$ cat src/rtl/rv32i_decoder.sv
// Combinational RV32I instruction decoder: register numbers, immediate, ALU op,
// operand selects and load/store/branch type codes derived from one word.
module rv32i_decoder (
   input  logic        clk,
   input  logic        rst,
   input  logic [31:0] ir,
   output logic [4:0]  srcreg1_num,
   output logic [4:0]  srcreg2_num,
   output logic [4:0]  dstreg_num,
   output logic [31:0] imm,
   output logic [3:0]  alucode,
   output logic        using_r2,
   output logic        using_pc,
   output logic        write_reg,
   output logic [2:0]  info_load,
   output logic [1:0]  info_store,
   output logic [2:0]  info_branch
);

   localparam logic [6:0] OPC_OP     = 7'b0110011;
   localparam logic [6:0] OPC_OP_IMM = 7'b0010011;
   localparam logic [6:0] OPC_LUI    = 7'b0110111;
   localparam logic [6:0] OPC_AUIPC  = 7'b0010111;
   localparam logic [6:0] OPC_LOAD   = 7'b0000011;
   localparam logic [6:0] OPC_STORE  = 7'b0100011;
   localparam logic [6:0] OPC_BRANCH = 7'b1100011;
   localparam logic [6:0] OPC_JAL    = 7'b1101111;
   localparam logic [6:0] OPC_JALR   = 7'b1100111;

   localparam logic [3:0] ALU_ADD = 4'd0, ALU_SUB = 4'd1, ALU_SLT = 4'd2, ALU_SLTU = 4'd3;
   localparam logic [3:0] ALU_XOR = 4'd4, ALU_OR  = 4'd5, ALU_AND = 4'd6, ALU_SLL  = 4'd7;
   localparam logic [3:0] ALU_SRL = 4'd8, ALU_SRA = 4'd9, ALU_UNUSED = 4'd15;

   localparam logic [2:0] BR_JUMP = 3'd7;

   // clk/rst are present only for pipeline uniformity
   logic unused_clk_rst;
   assign unused_clk_rst = clk ^ rst;

   logic [6:0]  opcode;
   logic [2:0]  funct3;
   logic [4:0]  rs1, rs2, rd;
   logic [31:0] i_imm, s_imm, b_imm, u_imm, j_imm;
   logic [2:0]  ld_t, br_t;
   logic [1:0]  st_t;

   assign opcode = ir[6:0];
   assign funct3 = ir[14:12];
   assign rs1    = ir[19:15];
   assign rs2    = ir[24:20];
   assign rd     = ir[11:7];
   assign i_imm  = {{20{ir[31]}}, ir[31:20]};
   assign s_imm  = {{20{ir[31]}}, ir[31:25], ir[11:7]};
   assign b_imm  = {{19{ir[31]}}, ir[31], ir[7], ir[30:25], ir[11:8], 1'b0};
   assign u_imm  = {ir[31:12], 12'b0};
   assign j_imm  = {{11{ir[31]}}, ir[31], ir[19:12], ir[20], ir[30:21], 1'b0};

   // alt = ir[30]; allow_sub distinguishes OP (SUB legal) from OP-IMM
   function automatic logic [3:0] alu_f3(input logic [2:0] f3, input logic alt,
                                         input logic allow_sub);
      case (f3)
         3'b000:  alu_f3 = (alt && allow_sub) ? ALU_SUB : ALU_ADD;
         3'b001:  alu_f3 = ALU_SLL;
         3'b010:  alu_f3 = ALU_SLT;
         3'b011:  alu_f3 = ALU_SLTU;
         3'b100:  alu_f3 = ALU_XOR;
         3'b101:  alu_f3 = alt ? ALU_SRA : ALU_SRL;
         3'b110:  alu_f3 = ALU_OR;
         default: alu_f3 = ALU_AND;
      endcase
   endfunction

   always_comb begin
      ld_t = 3'd0;
      case (funct3)
         3'b000: ld_t = 3'd1;
         3'b001: ld_t = 3'd2;
         3'b010: ld_t = 3'd3;
         3'b100: ld_t = 3'd4;
         3'b101: ld_t = 3'd5;
         default: ld_t = 3'd0;
      endcase
      st_t = 2'd0;
      case (funct3)
         3'b000: st_t = 2'd1;
         3'b001: st_t = 2'd2;
         3'b010: st_t = 2'd3;
         default: st_t = 2'd0;
      endcase
      br_t = 3'd0;
      case (funct3)
         3'b000: br_t = 3'd1;
         3'b001: br_t = 3'd2;
         3'b100: br_t = 3'd3;
         3'b101: br_t = 3'd4;
         3'b110: br_t = 3'd5;
         3'b111: br_t = 3'd6;
         default: br_t = 3'd0;
      endcase
   end

   always_comb begin
      srcreg1_num = 5'd0;
      srcreg2_num = 5'd0;
      dstreg_num  = 5'd0;
      imm         = 32'd0;
      alucode     = ALU_UNUSED;
      using_r2    = 1'b0;
      using_pc    = 1'b0;
      write_reg   = 1'b0;
      info_load   = 3'd0;
      info_store  = 2'd0;
      info_branch = 3'd0;
      case (opcode)
         OPC_OP: begin
            srcreg1_num = rs1;
            srcreg2_num = rs2;
            dstreg_num  = rd;
            alucode     = alu_f3(funct3, ir[30], 1'b1);
            using_r2    = 1'b1;
            write_reg   = 1'b1;
         end
         OPC_OP_IMM: begin
            srcreg1_num = rs1;
            dstreg_num  = rd;
            imm         = (funct3 == 3'b001 || funct3 == 3'b101) ? {27'd0, ir[24:20]} : i_imm;
            alucode     = alu_f3(funct3, ir[30], 1'b0);
            write_reg   = 1'b1;
         end
         OPC_LUI, OPC_AUIPC: begin
            dstreg_num = rd;
            imm        = u_imm;
            alucode    = (opcode == OPC_AUIPC) ? ALU_ADD : ALU_UNUSED;
            using_pc   = (opcode == OPC_AUIPC);
            write_reg  = 1'b1;
         end
         OPC_LOAD: if (ld_t != 3'd0) begin
            srcreg1_num = rs1;
            dstreg_num  = rd;
            imm         = i_imm;
            alucode     = ALU_ADD;
            write_reg   = 1'b1;
            info_load   = ld_t;
         end
         OPC_STORE: if (st_t != 2'd0) begin
            srcreg1_num = rs1;
            srcreg2_num = rs2;
            imm         = s_imm;
            alucode     = ALU_ADD;
            info_store  = st_t;
         end
         OPC_BRANCH: if (br_t != 3'd0) begin
            srcreg1_num = rs1;
            srcreg2_num = rs2;
            imm         = b_imm;
            alucode     = ALU_ADD;
            using_pc    = 1'b1;
            info_branch = br_t;
         end
         OPC_JAL: begin
            dstreg_num  = rd;
            imm         = j_imm;
            alucode     = ALU_ADD;
            using_pc    = 1'b1;
            write_reg   = 1'b1;
            info_branch = BR_JUMP;
         end
         // JALR with nonzero funct3 falls through to the illegal default
         OPC_JALR: if (funct3 == 3'b000) begin
            srcreg1_num = rs1;
            dstreg_num  = rd;
            imm         = i_imm;
            alucode     = ALU_ADD;
            write_reg   = 1'b1;
            info_branch = BR_JUMP;
         end
         default: ;
      endcase
   end

endmodule

$ cat config.mk
export PLATFORM = sky130hd
export DESIGN_NAME = rv32i_decoder
export DESIGN_NICKNAME = d
export VERILOG_FILES = /design/src/rtl/rv32i_decoder.sv
export SDC_FILE = /design/constraint.sdc
export NUM_CORES = 1
export LEC_CHECK = 0
export ABC_AREA = 0
export CORE_UTILIZATION = 30
export DETAILED_ROUTE_END_ITERATION = 12
export GPL_TIMING_DRIVEN = 0
export PLACE_DENSITY = 0.81
export REMOVE_ABC_BUFFERS = 1
export SLEW_MARGIN = 10
export SYNTH_ARGS = -nofsm -noshare
export SYNTH_HDL_FRONTEND = slang
export SYNTH_SLANG_ARGS = --single-unit
export TNS_END_PERCENT = 50
$ cat constraint.sdc
create_clock -name vclk -period 2
set_input_delay 0.4 -clock vclk [all_inputs]
set_output_delay 0.4 -clock vclk [all_outputs]
set_load 0.01 [all_outputs]
**Word level (Yosys, flattened, before mapping)**

Index checks and enable logic that the tools add are counted.

- Flip-flop bits (word level): 0
- Input bits: 34
- Output and inout port bits: 62
- Word-level logic and storage cells: 67

- Equal/unequal tests: 16
- Muxes and demuxes: 43
- Reduce and logical (&&, ||, !) cells: 8

Operators with widths:

| operator | number |
|---|---|
| case mux 32 bit (7 select lines) | 1 |
| two-way mux 32 bit | 5 |
| case mux 4 bit (7 select lines) | 2 |
| two-way mux 5 bit | 8 |
| case mux 4 bit (8 select lines) | 1 |
| case mux 5 bit (3 select lines) | 2 |
| case mux 5 bit (5 select lines) | 1 |
| == test 7 x 6 -> 1 bit (second input constant) | 3 |
| == test 7 bit (second input constant) | 3 |
| two-way mux 4 bit | 5 |
| case mux 3 bit (6 select lines) | 1 |
| case mux 3 bit (5 select lines) | 1 |
| == test 7 x 5 -> 1 bit (second input constant) | 2 |
| == test 3 bit (second input constant) | 4 |
| two-way mux 3 bit | 4 |
| case mux 3 bit (3 select lines) | 1 |
| == test 7 x 2 -> 1 bit (second input constant) | 1 |
| == test 3 x 2 -> 1 bit (second input constant) | 2 |
| two-way mux 1 bit | 6 |
| case mux 1 bit (3 select lines) | 2 |
| case mux 2 bit (3 select lines) | 1 |
| nonzero test 3 bit | 2 |
| OR reduction 5 bit | 1 |
| two-way mux 2 bit | 2 |
| other kinds (5) | 6 |

**Logic depth before layout (Yosys ltp)**

- Word-level depth: 5
- Depth in mapped cells: 7
- Mapped depth without buffers: 5

**Worst setup path before layout**

No wires, ideal clock.

- Path kind: in2out
- Start: input port ir[5]
- End: output port imm[10]
- Data arrival time: 1,606 ps
- Data required time: 1,600 ps
- Slack: -6 ps
- Cell stages on the path: 6
- Path buffers: 2
- Cell sequence: buf_4 -> nand4b_2 -> nor4_4 -> nand3b_4 -> buf_6 -> and2_1

- Longest elaborated chain between the ends: 3
- Elaborated cells on any way between the ends: 10
- Those cells by class: eq/ne (8); mux (1); reduce/logical (1)

RTL lines:

| item | line | source |
|---|---|---|
| start, declared | 6 | `input logic [31:0] ir,` |
| == test 7 x 5 -> 1 bit / == test 7 x 6 -> 1 bit (equally long branches) | 114 | `case (opcode)` |
| OR reduction 2 bit | -- |  |
| case mux 32 bit (7 select lines) * | 114 |  |
| end, declared | 10 | `output logic [31:0] imm,` |

Every way passes the cells marked *; elsewhere a longest branch is shown, timed or not.

**Worst setup path in the final report**

- Start: input port ir[4]
- End: output port imm[18]

The elaborated chain is that of the path after synthesis.

==> key figures <==
Die
  – Placeable Area: 3360 um2
  – Starting density of the core: 31.6%
  – Ports: 96
  – DIE HEIGHT: 61.5 um
  – Die area: 3790 um2
  – Die width: 61.5 um
  – # rows: 21

Routing
  – Vias: 1860
  – Drt total wl: 6230 um
  – Vias/cell: 5.69
  – Initial DRC Count: 111
  – DRC: 0
  – Routed Antenna Nets: 0
  – Drt wl/cell: 19.0 um
  – DR pass1 iterations: 4

STA
  – Tightest Pin Transition: 498 ps
  – Hold WS: 1140 ps
  – Period utilisation layout: 110%
  – Final Hold Vio Count: 0
  – Peak Freq: 0.456 GHz
  – Setup-failing EPs final: 46
  – Slew margin rel.: 66.5%
  – PnR worst setup slack: -194 ps
  – Unrepaired setup endpoints after global routing: yes
  – Minimum clock period after layout: 2190 ps
  – Sum of negative setup slack: -3080 ps
  – Pins over their slew limit: 0

Power
  – Combinational power share: 100.0%
  – Net Switching: 0.166 mW
  – Clock network fraction of design power: 0%
  – Maximum vdd ir drop: 0.0000683 V
  – Power Density: 136 nW/um2
  – Switching portion of total power: 47.6%
  – Final Power: 0.350 mW
  – Internal power: 0.183 mW
  – Sequential power share: 0%
  – Leak Pwr: 1.30 nW

Placement
  – IO Port Bufs: 94
  – GP Congestion: 0.840
  – Dpl hpwl: 3270 um

Layout
  – N_diodes: 0
  – Seq. cell area: 0 um2
  – Layout cells sized above 1: 60.1%
  – Layout filler cell count: 248
  – Num sequential: 0
  – Final #Nets: 317
  – Most common cell after layout, fill and taps aside: buf_2
  – Final Util: 76.2%
  – Most frequent cells in the layout: 48 x buf_2, 30 x buf_4, 20 x clkdlybuf4s50_1
  – Clock Buffer Count: 0
  – Area grow syn2layout: 141%

Global routing
  – Vias in the first global route: 1690
  – Largest net degree at the start of global routing: 14
  – Total congestion overflow: 0
  – Gr usage total: 28.7%
  – First-pass GRT wire length: 8300 um
  – Initial antenna violation count: 0

Worst setup path
  – CP max-delay cell: o31a_1
  – Setup CP Type: input pin to primary output
  – Crit. End Element: primary output
  – Critical Path RT: 1600 ps
  – Startpoint Class: input pin
  – Max stage delay on crit path: 300 ps
  – CP Max Fanout: 8
  – CP Cell Sequence: buf_12 > nor2b_1 > o21ai_1 > and3_4 > o31a_1 > buf_4 > a21o_1 > buf_2
  – Crit path arrival time: 1790 ps

Job
  – Max-Cap Viols: 0

Synthesis
  – Mapped Cells: 148
  – Yosys top cell area share: 12.4%
  – Mapped Area: 1060 um2
  – Sequential-to-total area share from yosys stat: 0%
  – Largest area contributor in the netlist: a22o_1
  – YS warnings: 0
  – Top post-synthesis cells by area: a22o_1 12%, and2_1 8.8%, nor4_4 8.0%
  – Avg Inst Size Synth: 7.19 um2
  – Yosys cell types: 49

Clock tree
  – Hold-fix buffers, CTS: 0

Status
  – Failing checks: negative setup slack
  – Outcome: complete, but fails checks

Hold path
  – Worst Min Path Start: ir[13]
  – HP Class: input pin to primary output
  – Number of cells on the worst hold path: 3
  – Hold EP: imm[13]
## final cells by class
class	count	area, um2	share of cell area [%]
multi-input combinational	138	1320	51.7
tap	46	57.6	2.25
inverter	3	11.3	0.439
timing repair buffer	140	1170	45.7
## cells by family after synthesis
kind of cell / synth area share (%)
and+or+nand+nor: 51.5
AOI/OAI and AO/OA: 38.7
buffers and inverters: 7.18
xor gates and xnor gates: 1.65
muxes: 0.941
## cell usage after synthesis (2+ instances only)
master / n
nor4_1: 3
a21o_1: 8
nand2b_1: 2
a21oi_1: 4
o21ai_0: 5
nand2_2: 4
nand2_1: 8
o22ai_1: 2
inv_1: 3
buf_6: 2
or2_2: 3
nor2_1: 9
nor4_4: 4
clkbuf_1: 2
xnor2_1: 2
buf_2: 4
and3_1: 4
nor2_2: 2
buf_4: 2
a22o_1: 15
o21ai_1: 5
and2_1: 15
nor2b_1: 9
nand3_1: 6
## timing repair
action / in CTS / in global routing
setup endpoints to repair: 62 / 60
resized for setup: 356 / 31
hold endpoints to repair: 0 / 0
gates cloned: 5 / 0
pin swaps: 25 / 8
setup buffers: 37 / 7
## metrics by stage
step	cell area, um2	std cells	setup WS (ps)
global route	2560	327	-248
finish	2560	327	-194
global placement	2000	278	-1580
floorplan	998	138	-54.6
CTS	2520	320	-84.5
detailed placement	2000	278	-1600
## layer usage
| metal | share of wire, % | wire (um) | global-route usage (%) | vias to the layer above |
|---|---|---|---|---|
| li1 | - | - | - | 847 |
| met5 | 0 | 0 | 0 | - |
| met1 | 40 | 2480 | 39.1 | 893 |
| met3 | 5.0 | 313 | 1.68 | 20 |
| met4 | 3.4 | 210 | 9.52 | 0 |
| met2 | 52 | 3220 | 48.1 | 100 |
## power groups by stage
| stage | clock [mW] | combinational [mW] | sequential, mW |
|---|---|---|---|
| detailed placement | 0 | 0.233 | 0 |
| global route | 0 | 0.370 | 0 |
| floorplan | 0 | 0.0835 | 0 |
| CTS | 0 | 0.324 | 0 |
| finish | 0 | 0.350 | 0 |
| global placement | 0 | 0.231 | 0 |
## how the worst max path moves through the flow
stage	startpoint	end	slack [ps]
floorplan	ir[1]	alucode[0]	-50
global placement	ir[3]	alucode[0]	-1580
detailed placement	ir[3]	alucode[0]	-1600
CTS	ir[2]	imm[15]	-80
global route	ir[4]	imm[17]	-250
finish	ir[4]	imm[18]	-190
## worst max-delay path, delay by kind of cell
| family | cells | cell delay [ps] |
|---|---|---|
| compound gates | 3 | 610 |
| simple gates | 2 | 390 |
| buf+inv | 3 | 380 |
Power figures use the tool's default switching activity.
